==> config.mk <==
export PLATFORM = sky130hd
export DESIGN_NAME = code_entry_tx_flat
export DESIGN_NICKNAME = d
export VERILOG_FILES = /design/src/rtl/lock_pkg.sv /design/src/rtl/code_entry_tx_if.sv /design/src/rtl/key_debounce.sv /design/src/rtl/code_entry_tx.sv /design/src/flat_wrapper.sv
export SDC_FILE = /design/constraint.sdc
export NUM_CORES = 1
export LEC_CHECK = 0
export CORE_ASPECT_RATIO = 0.9
export CORE_MARGIN = 2
export CORE_UTILIZATION = 55
export CTS_CLUSTER_DIAMETER = 150
export CTS_CLUSTER_SIZE = 30
export DETAILED_ROUTE_END_ITERATION = 12
export PLACE_DENSITY = 0.78
export SETUP_SLACK_MARGIN = 0.3
export SYNTH_ARGS = -nofsm -noshare
export SYNTH_HDL_FRONTEND = slang
export SYNTH_SLANG_ARGS = --single-unit
==> constraint.sdc <==
create_clock -name clk -period 3.35 [get_ports clk]
set_clock_uncertainty 0.15 [all_clocks]
set_input_delay 0.5025 -clock clk [delete_from_list [all_inputs] [get_ports clk]]
set_output_delay 0.5025 -clock clk [all_outputs]
set_load 0.005 [all_outputs]
==> src/rtl/lock_pkg.sv <==
// Shared types and default sizes for the code lock entry path and checker.
// Exports: entry_state_t, LOCK_PW_LEN, LOCK_BITS_W.
package lock_pkg;

    localparam int LOCK_PW_LEN = 4;
    localparam int LOCK_BITS_W = 2;

    typedef enum logic [1:0] {
        IDLE,
        COLLECT,
        DIGIT_OUT,
        SUBMIT_OUT
    } entry_state_t;

endpackage

==> src/rtl/code_entry_tx_if.sv <==
// Valid/ready transfer bundle from the entry front end to the checker.
// master drives digit/submit transfers, slave returns tx_ready.
interface code_entry_tx_if
    import lock_pkg::*;
#(
    parameter int PW_LEN = LOCK_PW_LEN,
    parameter int BITS_W = LOCK_BITS_W
);
    localparam int IDX_W = $clog2(PW_LEN);

    logic              tx_ready;
    logic              digit_valid;
    logic [BITS_W-1:0] digit;
    logic [IDX_W-1:0]  digit_index;
    logic              submit_valid;
    logic [IDX_W:0]    submit_len;

    modport master (
        input  tx_ready,
        output digit_valid, digit, digit_index,
        output submit_valid, submit_len
    );

    modport slave (
        output tx_ready,
        input  digit_valid, digit, digit_index,
        input  submit_valid, submit_len
    );

endinterface

==> src/rtl/key_debounce.sv <==
// Debouncer for one raw active-low button: 2-FF sync, hold counter, press pulse.
// Ports: clk, system_reset_n, key_n (raw), press (one cycle per accepted press).
module key_debounce #(
    parameter int DEBOUNCE_CYCLES = 16
) (
    input  logic clk,
    input  logic system_reset_n,
    input  logic key_n,
    output logic press
);
    localparam int CW = $clog2(DEBOUNCE_CYCLES + 1);

    logic          sync1;
    logic          sync2;
    logic          level;
    logic [CW-1:0] cnt;

    // level is the accepted (debounced) active-low state; 1 = released
    always_ff @(posedge clk) begin
        if (!system_reset_n) begin
            sync1 <= 1'b1;
            sync2 <= 1'b1;
            level <= 1'b1;
            cnt   <= '0;
            press <= 1'b0;
        end else begin
            sync1 <= key_n;
            sync2 <= sync1;
            press <= 1'b0;
            if (sync2 == level) begin
                cnt <= '0;
            end else if (cnt == CW'(DEBOUNCE_CYCLES)) begin
                level <= sync2;
                cnt   <= '0;
                press <= ~sync2;
            end else begin
                cnt <= cnt + CW'(1);
            end
        end
    end

endmodule

==> src/rtl/code_entry_tx.sv <==
// Code entry front end: debounced buttons to indexed digit/submit transfers.
// Ports: clk, system_reset_n, key_*_n, bits, tx (master), clear_pulse,
// entry_count, err_pulse.
module code_entry_tx
    import lock_pkg::*;
#(
    parameter int DEBOUNCE_CYCLES = 16,
    parameter int PW_LEN          = LOCK_PW_LEN,
    parameter int BITS_W          = LOCK_BITS_W,
    parameter int IDX_W           = $clog2(PW_LEN)
) (
    input  logic              clk,
    input  logic              system_reset_n,
    input  logic              key_digit_n,
    input  logic              key_submit_n,
    input  logic              key_clear_n,
    input  logic [BITS_W-1:0] bits,
    code_entry_tx_if.master   tx,
    output logic              clear_pulse,
    output logic [IDX_W:0]    entry_count,
    output logic              err_pulse
);
    logic dig_press, sub_press, clr_press;

    key_debounce #(.DEBOUNCE_CYCLES(DEBOUNCE_CYCLES)) u_dig (
        .clk(clk), .system_reset_n(system_reset_n),
        .key_n(key_digit_n), .press(dig_press)
    );
    key_debounce #(.DEBOUNCE_CYCLES(DEBOUNCE_CYCLES)) u_sub (
        .clk(clk), .system_reset_n(system_reset_n),
        .key_n(key_submit_n), .press(sub_press)
    );
    key_debounce #(.DEBOUNCE_CYCLES(DEBOUNCE_CYCLES)) u_clr (
        .clk(clk), .system_reset_n(system_reset_n),
        .key_n(key_clear_n), .press(clr_press)
    );

    entry_state_t      state, state_n;
    logic [IDX_W:0]    count, count_n;
    logic [BITS_W-1:0] digit_q, digit_n;
    logic [IDX_W-1:0]  index_q, index_n;
    logic [IDX_W:0]    slen_q, slen_n;
    logic              dvalid, dvalid_n;
    logic              svalid, svalid_n;
    logic              clr_q, clr_n;
    logic              err_q, err_n;
    logic              busy;
    logic              full;

    assign busy = (state == DIGIT_OUT) || (state == SUBMIT_OUT);
    assign full = (count == (IDX_W+1)'(PW_LEN));

    always_ff @(posedge clk) begin
        if (!system_reset_n) begin
            state   <= IDLE;
            count   <= '0;
            digit_q <= '0;
            index_q <= '0;
            slen_q  <= '0;
            dvalid  <= 1'b0;
            svalid  <= 1'b0;
            clr_q   <= 1'b0;
            err_q   <= 1'b0;
        end else begin
            state   <= state_n;
            count   <= count_n;
            digit_q <= digit_n;
            index_q <= index_n;
            slen_q  <= slen_n;
            dvalid  <= dvalid_n;
            svalid  <= svalid_n;
            clr_q   <= clr_n;
            err_q   <= err_n;
        end
    end

    always_comb begin
        state_n  = state;
        count_n  = count;
        digit_n  = digit_q;
        index_n  = index_q;
        slen_n   = slen_q;
        dvalid_n = dvalid;
        svalid_n = svalid;
        clr_n    = 1'b0;
        err_n    = 1'b0;

        // Handshake completion first; a clear below may still abort it.
        unique case (state)
            DIGIT_OUT: if (tx.tx_ready) begin
                dvalid_n = 1'b0;
                count_n  = count + (IDX_W+1)'(1);
                state_n  = COLLECT;
            end
            SUBMIT_OUT: if (tx.tx_ready) begin
                svalid_n = 1'b0;
                count_n  = '0;
                state_n  = IDLE;
            end
            default: ;
        endcase

        // clear > submit > digit; lower presses in the same cycle vanish
        if (clr_press) begin
            state_n  = IDLE;
            count_n  = '0;
            dvalid_n = 1'b0;
            svalid_n = 1'b0;
            clr_n    = 1'b1;
        end else if (sub_press) begin
            if (busy || state == IDLE) begin
                err_n = 1'b1;
            end else begin
                slen_n   = count;
                svalid_n = 1'b1;
                state_n  = SUBMIT_OUT;
            end
        end else if (dig_press) begin
            if (busy || full) begin
                err_n = 1'b1;
            end else begin
                digit_n  = bits;
                index_n  = count[IDX_W-1:0];
                dvalid_n = 1'b1;
                state_n  = DIGIT_OUT;
            end
        end
    end

    assign tx.digit_valid  = dvalid;
    assign tx.digit        = digit_q;
    assign tx.digit_index  = index_q;
    assign tx.submit_valid = svalid;
    assign tx.submit_len   = slen_q;
    assign clear_pulse     = clr_q;
    assign entry_count     = count;
    assign err_pulse       = err_q;

endmodule

==> src/flat_wrapper.sv <==
// flat-port wrapper written by rule: the top's interface ports become plain ports
module code_entry_tx_flat import lock_pkg::*;
#(
    parameter int DEBOUNCE_CYCLES = 16,
    parameter int PW_LEN          = LOCK_PW_LEN,
    parameter int BITS_W          = LOCK_BITS_W,
    parameter int IDX_W           = $clog2(PW_LEN)
)
  (clk, system_reset_n, key_digit_n, key_submit_n, key_clear_n, bits, clear_pulse, entry_count, err_pulse, tx_tx_ready, tx_digit_valid, tx_digit, tx_digit_index, tx_submit_valid, tx_submit_len);
  code_entry_tx_if #(.PW_LEN(PW_LEN), .BITS_W(BITS_W)) tx_i ();
  input  logic clk;
  input  logic system_reset_n;
  input  logic key_digit_n;
  input  logic key_submit_n;
  input  logic key_clear_n;
  input  logic [BITS_W-1:0] bits;
  output logic clear_pulse;
  output logic [IDX_W:0] entry_count;
  output logic err_pulse;
  input wire logic [$bits(tx_i.tx_ready)-1:0] tx_tx_ready;
  output wire logic [$bits(tx_i.digit_valid)-1:0] tx_digit_valid;
  output wire logic [$bits(tx_i.digit)-1:0] tx_digit;
  output wire logic [$bits(tx_i.digit_index)-1:0] tx_digit_index;
  output wire logic [$bits(tx_i.submit_valid)-1:0] tx_submit_valid;
  output wire logic [$bits(tx_i.submit_len)-1:0] tx_submit_len;
  assign tx_i.tx_ready = tx_tx_ready;
  assign tx_digit_valid = tx_i.digit_valid;
  assign tx_digit = tx_i.digit;
  assign tx_digit_index = tx_i.digit_index;
  assign tx_submit_valid = tx_i.submit_valid;
  assign tx_submit_len = tx_i.submit_len;
  code_entry_tx #(.DEBOUNCE_CYCLES(DEBOUNCE_CYCLES), .PW_LEN(PW_LEN), .BITS_W(BITS_W), .IDX_W(IDX_W)) u_core (.clk(clk), .system_reset_n(system_reset_n), .key_digit_n(key_digit_n), .key_submit_n(key_submit_n), .key_clear_n(key_clear_n), .bits(bits), .tx(tx_i), .clear_pulse(clear_pulse), .entry_count(entry_count), .err_pulse(err_pulse));
endmodule
# Word level (Yosys, flattened, before mapping)
# Cells that the tools add are included.
# word_totals
register_bits	43
latch_bits	0
ramBits	0
romBits	0
in_bits	8
output_inout_bits	14
elab_cells	95
memories	0
# op_classes
add_sub_neg	4
multipliers	0
n_div	0
n_lt_le_gt_ge	0
eq_ne	11
n_shift	0
n_mux	24
bitwise	14
n_reduce_logical	18
# op_table
operator	count
3-bit OR reduction	6
5-bit by 1-bit adder with 5-bit output (second input constant)	3
5-bit equality test (second input constant)	3
1-bit 2-to-1 mux	14
1-bit NOT	14
2-bit 2-to-1 mux	6
3-bit 2-to-1 mux	2
3-bit case mux with 2 select lines	1
2-bit AND reduction	3
3-bit AND reduction	2
2-bit equality test (second input constant)	2
2-bit inequality test (second input constant)	2
2-bit case mux with 2 select lines	1
4-bit AND reduction	1
3-bit by 1-bit adder with 3-bit output (second input constant)	1
1-bit equality test	3
3-bit equality test (second input constant)	1
1-bit logical OR	3
2-bit zero test	1
2-bit nonzero test	1
2-bit OR reduction	1

# Depth between registers and ports, before layout
# Gate-level depths: netlist of the first run.
# depth
ltp_word	6
ltp_mapped	5
depth_no_buf	5

# Hierarchy
# From an unflattened synthesis of the first run, not the netlist that was laid out.
# unflattened
hier_cells	178
area_unflattened_um2	1783.0
# by_module_without_submodules
module	n_inst	cells_per_inst	area_each_um2	seq_area_each_um2
key_debounce	3	33	356.6	180.2
code_entry_tx	1	79	713.2	320.3

# Worst setup path after synthesis of the first run
# No wires, ideal clock.
# synth_timing
path_kind	register to register
startpoint	register u_core.count[0] (netlist: u_core.entry_count[0])
endpoint	register u_core.state[0]
setup_ns	0.128
arrival_time_ns	1.390
required_time_ns	3.072
setup_slack_ns	1.682
path_stages_with_launch	6
path_buffers	0
synth_period_minus_slack_ns	1.668
cell_sequence	dfxtp_1 -> inv_1 -> ha_1 -> a21o_1 -> or3b_1 -> nor3b_1
# synth_between
elab_chain_cells	5
# synth_lines
element	line_no	source
start, declared	code_entry_tx.sv:39	logic [IDX_W:0] count, count_n;
start signal, assigned	code_entry_tx.sv:66	count <= count_n;
3-bit equality test	code_entry_tx.sv:51	assign full = (count == (IDX_W+1)'(PW_LEN));
1-bit logical OR	code_entry_tx.sv:119	if (busy || full) begin
2-bit 2-to-1 mux	code_entry_tx.sv:119	
2-bit 2-to-1 mux	code_entry_tx.sv:118	end else if (dig_press) begin
2-bit 2-to-1 mux	code_entry_tx.sv:110	end else if (sub_press) begin
end signal, assigned	code_entry_tx.sv:65	state <= state_n;
end, declared	code_entry_tx.sv:38	entry_state_t state, state_n;
# Every way passes these cells.
# A chain may end at the register's enable or synchronous reset.

# Worst setup path after layout of the first run
# layout_timing
startpoint	register u_core.count[0] (netlist: u_core.entry_count[0])
endpoint	output entry_count[0]
# layout_rtl
element	line_no	source
end, declared	flat_wrapper.sv:18	output logic [IDX_W:0] entry_count;
# No word-level cell between the ends.

==> results of run 1 <==
[stage by stage]
step	area [um^2]	total power, mW	std cells	hold WS [ps]	worst slack (ps)
after floorplan	1720	0.547	174	236	1680
after global placement	1960	0.560	232	248	1280
after detailed placement	1960	0.562	232	255	1190
after CTS	2010	0.802	240	284	1300
after global routing	2010	0.826	240	295	1240
final	2010	0.788	240	284	1320
[power breakdown]
part	internal [mW]	switching, mW	leakage [nW]	total (mW)
clock network	0.0782	0.160	0.0347	0.238
logic	0.0161	0.0139	0.360	0.0299
registers	0.517	0.00359	0.348	0.520
total	0.611	0.177	0.743	0.788
[cells in the final DEF, fill, tap and decap left out, drive strengths merged, types with 4 or more instances in the layout]
cell type	n
dfxtp	43
clkdlybuf4s50	21
nand2	19
nor2	17
inv	11
mux2i	10
xor2	9
nand3	9
ha	8
nand2b	7
a21oi	7
clkbuf	5
nor3	4
xnor2	4
[state kept, by name, indices dropped and copies added (netlist names), 2 cells and up]
| name | cells |
|---|---|
| u_core.tx.submit_len | 3 |
| u_core.u_dig.cnt | 5 |
| u_core.tx.digit | 2 |
| u_core.state | 2 |
| u_core.u_sub.cnt | 5 |
| u_core.tx.digit_index | 2 |
| u_core.entry_count | 3 |
| u_core.u_clr.cnt | 5 |
[final cells by class]
cell class / count / area (um^2) / share of cell area, %
Sequential cell: 43 / 861 / 42.8
Multi-Input combinational cell: 114 / 788 / 39.2
Timing Repair Buffer: 22 / 218 / 10.8
Tap cell: 42 / 52.6 / 2.61
Inverter: 11 / 41.3 / 2.05
Clock buffer: 5 / 37.5 / 1.86
Clock inverter: 3 / 15.0 / 0.746
[worst paths after layout]
path              cells past startpoint                              end                                from
setup / recovery                      1                   entry_count[0]  u_core.entry_count[0]$_SDFFE_PP0P_
hold / removal                        1    u_core.u_sub.sync2$_SDFF_PN1_       u_core.u_sub.sync1$_SDFF_PN1_
setup reg to reg                      5  u_core.tx.digit[1]$_SDFFE_PN0P_  u_core.entry_count[0]$_SDFFE_PP0P_
hold reg to reg                       1    u_core.u_sub.sync2$_SDFF_PN1_       u_core.u_sub.sync1$_SDFF_PN1_
[cells by family after synthesis]
family	synth area share (%)
AO/OA/AOI/OAI	3.77
adder cells (fa/ha/maj)	5.81
multiplexers	6.46
AND/OR/NAND/NOR	23.1
XOR/XNOR	6.60
flip-flops	49.9
buffers and inverters	4.35
[layer usage]
layer / share of wire, % / vias up / GRT usage [%]
met4: 2.2 / 0 / 9.52
met3: 5.9 / 7 / 7.10
li1: - / 618 / -
met2: 51 / 30 / 34.0
met5: 0 / - / 0
met1: 40 / 575 / 18.2
==> flow_metrics.py, run 1 <==
metrics = {
    "sta": {
        "fin_crit_sh_pct": 60.7,
        "fin_tns_setup_ps": 0,
        "finalCriticalPeriod_ps": 2030,
        "finalHoldViolCount": 0,
        "relSlewSlack_pct": 66.8,
        "clock.fmax_mhz": 492,
        "setup-violations-final": 0,
        "rsz0062_at_grt": "no",
        "worst_slew_pin_slew_ps": 497,
        "slew_viol_final": 0,
    },
    "critical_path": {
        "critPathKind": "register to output pin",
        "worstPathArrival_ps": 1380,
        "start_kind": "register",
        "cp_top_family": "buffers and inverters",
        "slowest_delay_ps": 550,
        "cp_slowest_cell": "clkdlybuf4s50_1",
        "cp-end-kind": "output pin",
        "r2r_slack_ps": 1500,
        "crit_fanout": 7,
        "crit_required_ps": 2700,
        "cp_cell_sequence": "clkdlybuf4s50_1",
        "path_buf_inv": 1,
    },
    "clock_tree": {
        "clk_pin_slew_ps": 120,
        "cts_made_buffers": 5,
        "clock_latency_ps": 350,
        "cts_setup_buffers": 0,
        "ctsResizeCount": 0,
        "clkSinkCount": 43,
        "root_buffer": "clkbuf_4",
        "cts_tree": "built",
        "htreeDepth": 2,
        "cts_hold_buf": 0,
        "clock_path_buffers": 2,
    },
    "placement": {
        "dp_hpwl_um": 2180,
        "portBuffers": 21,
        "gp_congestion": 0.748,
    },
    "logic_synthesis": {
        "synthTopCellsByCount": "dfxtp_1 (43), nand2_1 (18), nor2_1 (17)",
        "synth.net_count": 190,
        "synth_cell_types": 32,
        "synth_top_area_share_pct": 49.9,
        "synthArstFlopShare_pct": 0,
        "ys_seq_area_share_pct": 49.9,
        "avgSynthCellArea_um2": 9.91,
        "yosys_warnings": 0,
        "yosysMostFrequentCell": "dfxtp_1",
        "synth_area_leaders": "dfxtp_1 (50%), ha_1 (5.8%), mux2i_1 (5.8%), xor2_1 (4.6%), nand2_1 (3.9%)",
        "synth_cells": 174,
        "ys_ff_latch": 43,
        "synth_edf_count": 0,
        "yosys_most_used_dff": "dfxtp_1",
        "synth_top_cell_by_area": "dfxtp_1",
        "netlist_area_um2": 1720,
    },
    "power_and_ir_drop": {
        "p_leak_nw": 0.743,
        "powerDensity_nw_per_um2": 391,
        "ir_worst_vdd_mv": 0.280,
    },
    "global_routing": {
        "grt_max_degree": 18,
        "overflow": 0,
        "grt_use_total_pct": 18.5,
        "grt_pass1_wl_um": 5060,
        "grt_pass1_vias": 1217,
        "antenna_found_initial": 0,
    },
    "finish": {
        "drive_above_1_share_pct": 7.07,
        "flow.area_growth_from_synthesis_pct": 16.8,
        "insertedDiodeCount": 0,
        "fillCellCount": 247,
        "fin_util_pct": 66.7,
        "nNetsFinal": 213,
    },
    "worst_hold_path": {
        "hold_path_class": "register to register",
    },
    "drt": {
        "drcViolationCount": 0,
        "drt-total-wl_um": 2850,
        "via_count": 1230,
        "postRouteAntennaNets": 0,
        "drtIter0Drc": 43,
        "wire_per_inst_um": 11.9,
        "viasPerCell": 5.13,
        "first_pass_iters": 8,
    },
    "die": {
        "dieArea_um2": 3600,
        "die_w_um": 63.0,
        "die_h_um": 57.1,
        "initial_utilization_pct": 57.1,
        "core-area_um2": 3020,
        "rows": 19,
        "ios": 22,
    },
    "job": {
        "maxCapViolations": 0,
    },
    "outcome": {
        "status": "finished clean",
    },
}
No activity file was read; power rests on OpenSTA's default activity.
==> run 2, diff against run 1 <==
--- a/config.mk
+++ b/config.mk
@@ -7,11 +7,11 @@
 export LEC_CHECK = 0
 export CORE_ASPECT_RATIO = 0.9
 export CORE_MARGIN = 2
-export CORE_UTILIZATION = 55
+export CORE_UTILIZATION = 48
 export CTS_CLUSTER_DIAMETER = 150
 export CTS_CLUSTER_SIZE = 30
 export DETAILED_ROUTE_END_ITERATION = 12
-export PLACE_DENSITY = 0.78
+export PLACE_DENSITY = 0.72
 export SETUP_SLACK_MARGIN = 0.3
 export SYNTH_ARGS = -nofsm -noshare
 export SYNTH_HDL_FRONTEND = slang
==> constraint.sdc (replaced) <==
create_clock -name clk -period 1.7 [get_ports clk]
set_clock_uncertainty 0.15 [all_clocks]
set_input_delay 0.255 -clock clk [delete_from_list [all_inputs] [get_ports clk]]
set_output_delay 0.255 -clock clk [all_outputs]
set_load 0.005 [all_outputs]
==> flow_metrics.py, run 2 (same netlist as run 1, synthesis figures left out) <==
metrics = {
    "outcome": {
        "status": "finished clean",
    },
    "placement": {
        "portBuffers": 21,
        "post-place-ws_ps": -42.4,
        "gp_congestion": 0.756,
        "placed_cell_area_um2": 2000,
        "dp_hpwl_um": 2230,
    },
    "clock_tree": {
        "cts_tree": "built",
        "clk_pin_slew_ps": 80,
        "cts_made_buffers": 5,
        "htreeDepth": 2,
        "clock_path_buffers": 2,
        "root_buffer": "clkbuf_8",
        "clock_latency_ps": 290,
        "clkSinkCount": 43,
    },
    "power_and_ir_drop": {
        "powerDensity_nw_per_um2": 799,
        "totalPowerFinal_mw": 1.78,
        "p_seq_share_pct": 57.2,
        "p_leak_nw": 0.918,
        "p_sw_share_pct": 20.4,
        "pwr-share-comb_pct": 3.8,
        "ir_worst_vdd_mv": 0.476,
        "internal-power_mw": 1.42,
        "p_clk_share_pct": 39.1,
        "switchingPower_uw": 365,
    },
    "finish": {
        "flow.area_growth_from_synthesis_pct": 29.5,
        "final_cell_mix": "dfxtp_1 (29), nand2_1 (18), nor2_1 (17)",
        "fin_util_pct": 65.6,
        "final_common_cell": "dfxtp_1",
        "drive_above_1_share_pct": 25.1,
        "top_regs": "u_core.u_clr.cnt (5), u_core.u_dig.cnt (5), u_core.u_sub.cnt (5)",
        "postLayoutCellArea_um2": 2230,
        "insertedDiodeCount": 0,
        "nNetsFinal": 226,
    },
    "sta": {
        "fin_crit_sh_pct": 93.3,
        "clock.fmax_mhz": 630,
        "setup-violations-final": 0,
        "worst_slew_pin_slew_ps": 405,
        "rsz0062_at_grt": "yes",
        "relSlewSlack_pct": 73.0,
        "finalCriticalPeriod_ps": 1590,
        "finalWorstSetupSlack_ps": 113,
        "slew_viol_final": 0,
        "finalHoldViolCount": 0,
    },
    "critical_path": {
        "critical_path.startpoint": "u_core.entry_count[1]$_SDFFE_PP0P_",
        "start_kind": "register",
        "rr_worst_depth": 5,
        "worstPathArrival_ps": 1610,
        "cp-end-kind": "register",
        "worstReg2RegStart": "u_core.entry_count[1]$_SDFFE_PP0P_",
        "r2r_end": "u_core.state[0]$_SDFF_PP0_",
        "r2r_slack_ps": 110,
        "crit_fanout": 3,
        "crit_required_ps": 1730,
        "critPathKind": "register to register",
        "worstSetupEndpoint": "u_core.state[0]$_SDFF_PP0_",
    },
    "worst_hold_path": {
        "hold_path_class": "register to register",
    },
    "die": {
        "core-area_um2": 3400,
        "ios": 22,
        "dieArea_um2": 4090,
        "die_w_um": 67.2,
        "rows": 20,
        "die_h_um": 60.9,
        "initial_utilization_pct": 50.7,
    },
    "drt": {
        "postRouteAntennaNets": 0,
        "via_count": 1264,
        "drcViolationCount": 0,
        "drt-total-wl_um": 3140,
        "viasPerCell": 4.96,
        "drtIter0Drc": 43,
        "first_pass_iters": 4,
        "wire_per_inst_um": 12.3,
    },
    "global_routing": {
        "grt_max_degree": 16,
        "antenna_found_initial": 0,
        "grt_pass1_vias": 1278,
        "grt_pass1_wl_um": 5290,
        "grt_use_total_pct": 17.4,
        "overflow": 0,
    },
    "job": {
        "maxCapViolations": 0,
    },
}
==> run 2: cell types whose count changed in the layout (fill, tap and decap cells not counted), sizes merged <==
| cell | before | now |
|---|---|---|
| buf | 1 | 15 |
| clkbuf | 5 | 9 |
| clkdlybuf4s50 | 21 | 6 |
| clkinv | 3 | 0 |
| dlygate4sd2 | 0 | 12 |
| dlymetal6s2s | 0 | 1 |
==> run 2: stage by stage <==
step,TNS [ps],hold slack (ps),instances
finish,0,257,255
global placement,-4.28,240,237
detailed placement,-81.6,246,237
global route,0,283,255
floorplan,0,206,174
CTS,0,264,253
==> run 2: final cells by class <==
type	instances	area, um^2
clock buffer	8	100
inverter	11	41.3
fill	278	1170
sequential	43	886
multi-input combinational	114	843
timing repair buffer	35	307
tap	44	55.1
==> run 2: timing repair <==
item | CTS | global route
resized for setup | 29 | 15
pin swaps | 4 | 1
buffers inserted | 8 | 2
hold buffers | 0 | 0
setup endpoints to repair | 24 | 28
==> run 2: worst min path at each step <==
stage | cells after the start | slack [ps] | start | endpoint
global route | 1 | 280 | u_core.u_clr.sync1$_SDFF_PN1_ | u_core.u_clr.sync2$_SDFF_PN1_
global placement | 1 | 240 | u_core.u_dig.sync1$_SDFF_PN1_ | u_core.u_dig.sync2$_SDFF_PN1_
floorplan | 1 | 210 | key_clear_n | u_core.u_clr.sync1$_SDFF_PN1_
CTS | 1 | 260 | u_core.u_clr.sync1$_SDFF_PN1_ | u_core.u_clr.sync2$_SDFF_PN1_
finish | 1 | 260 | u_core.u_clr.sync1$_SDFF_PN1_ | u_core.u_clr.sync2$_SDFF_PN1_
detailed placement | 1 | 250 | u_core.u_clr.sync1$_SDFF_PN1_ | u_core.u_clr.sync2$_SDFF_PN1_
==> run 2: routing by layer <==
layer	wire length [um]	GRT usage (%)	vias to the layer above
li1	-	-	642
met1	1330	18.5	591
met2	1610	32.7	26
met3	158	4.45	5
met4	46	7.87	0
met5	0	0	-
==> run 2: power by group through the flow <==
| stage | combinational [mW] | sequential (mW) | clock, mW |
|---|---|---|---|
| 3_5_place_dp | 0.0638 | 1.05 | 0 |
| 6_report | 0.0670 | 1.02 | 0.697 |
| 2_1_floorplan | 0.0318 | 1.04 | 0 |
| 4_1_cts | 0.0659 | 1.02 | 0.714 |
| 3_3_place_gp | 0.0608 | 1.04 | 0 |
| 5_1_grt | 0.0750 | 1.02 | 0.754 |
==> run 2: critical path: stages, from the launching register on <==
cell and delay [ps]:
dfxtp_4 360, inv_2 40, ha_4 140, a21o_1 200, or3b_4 410, nor3b_2 160
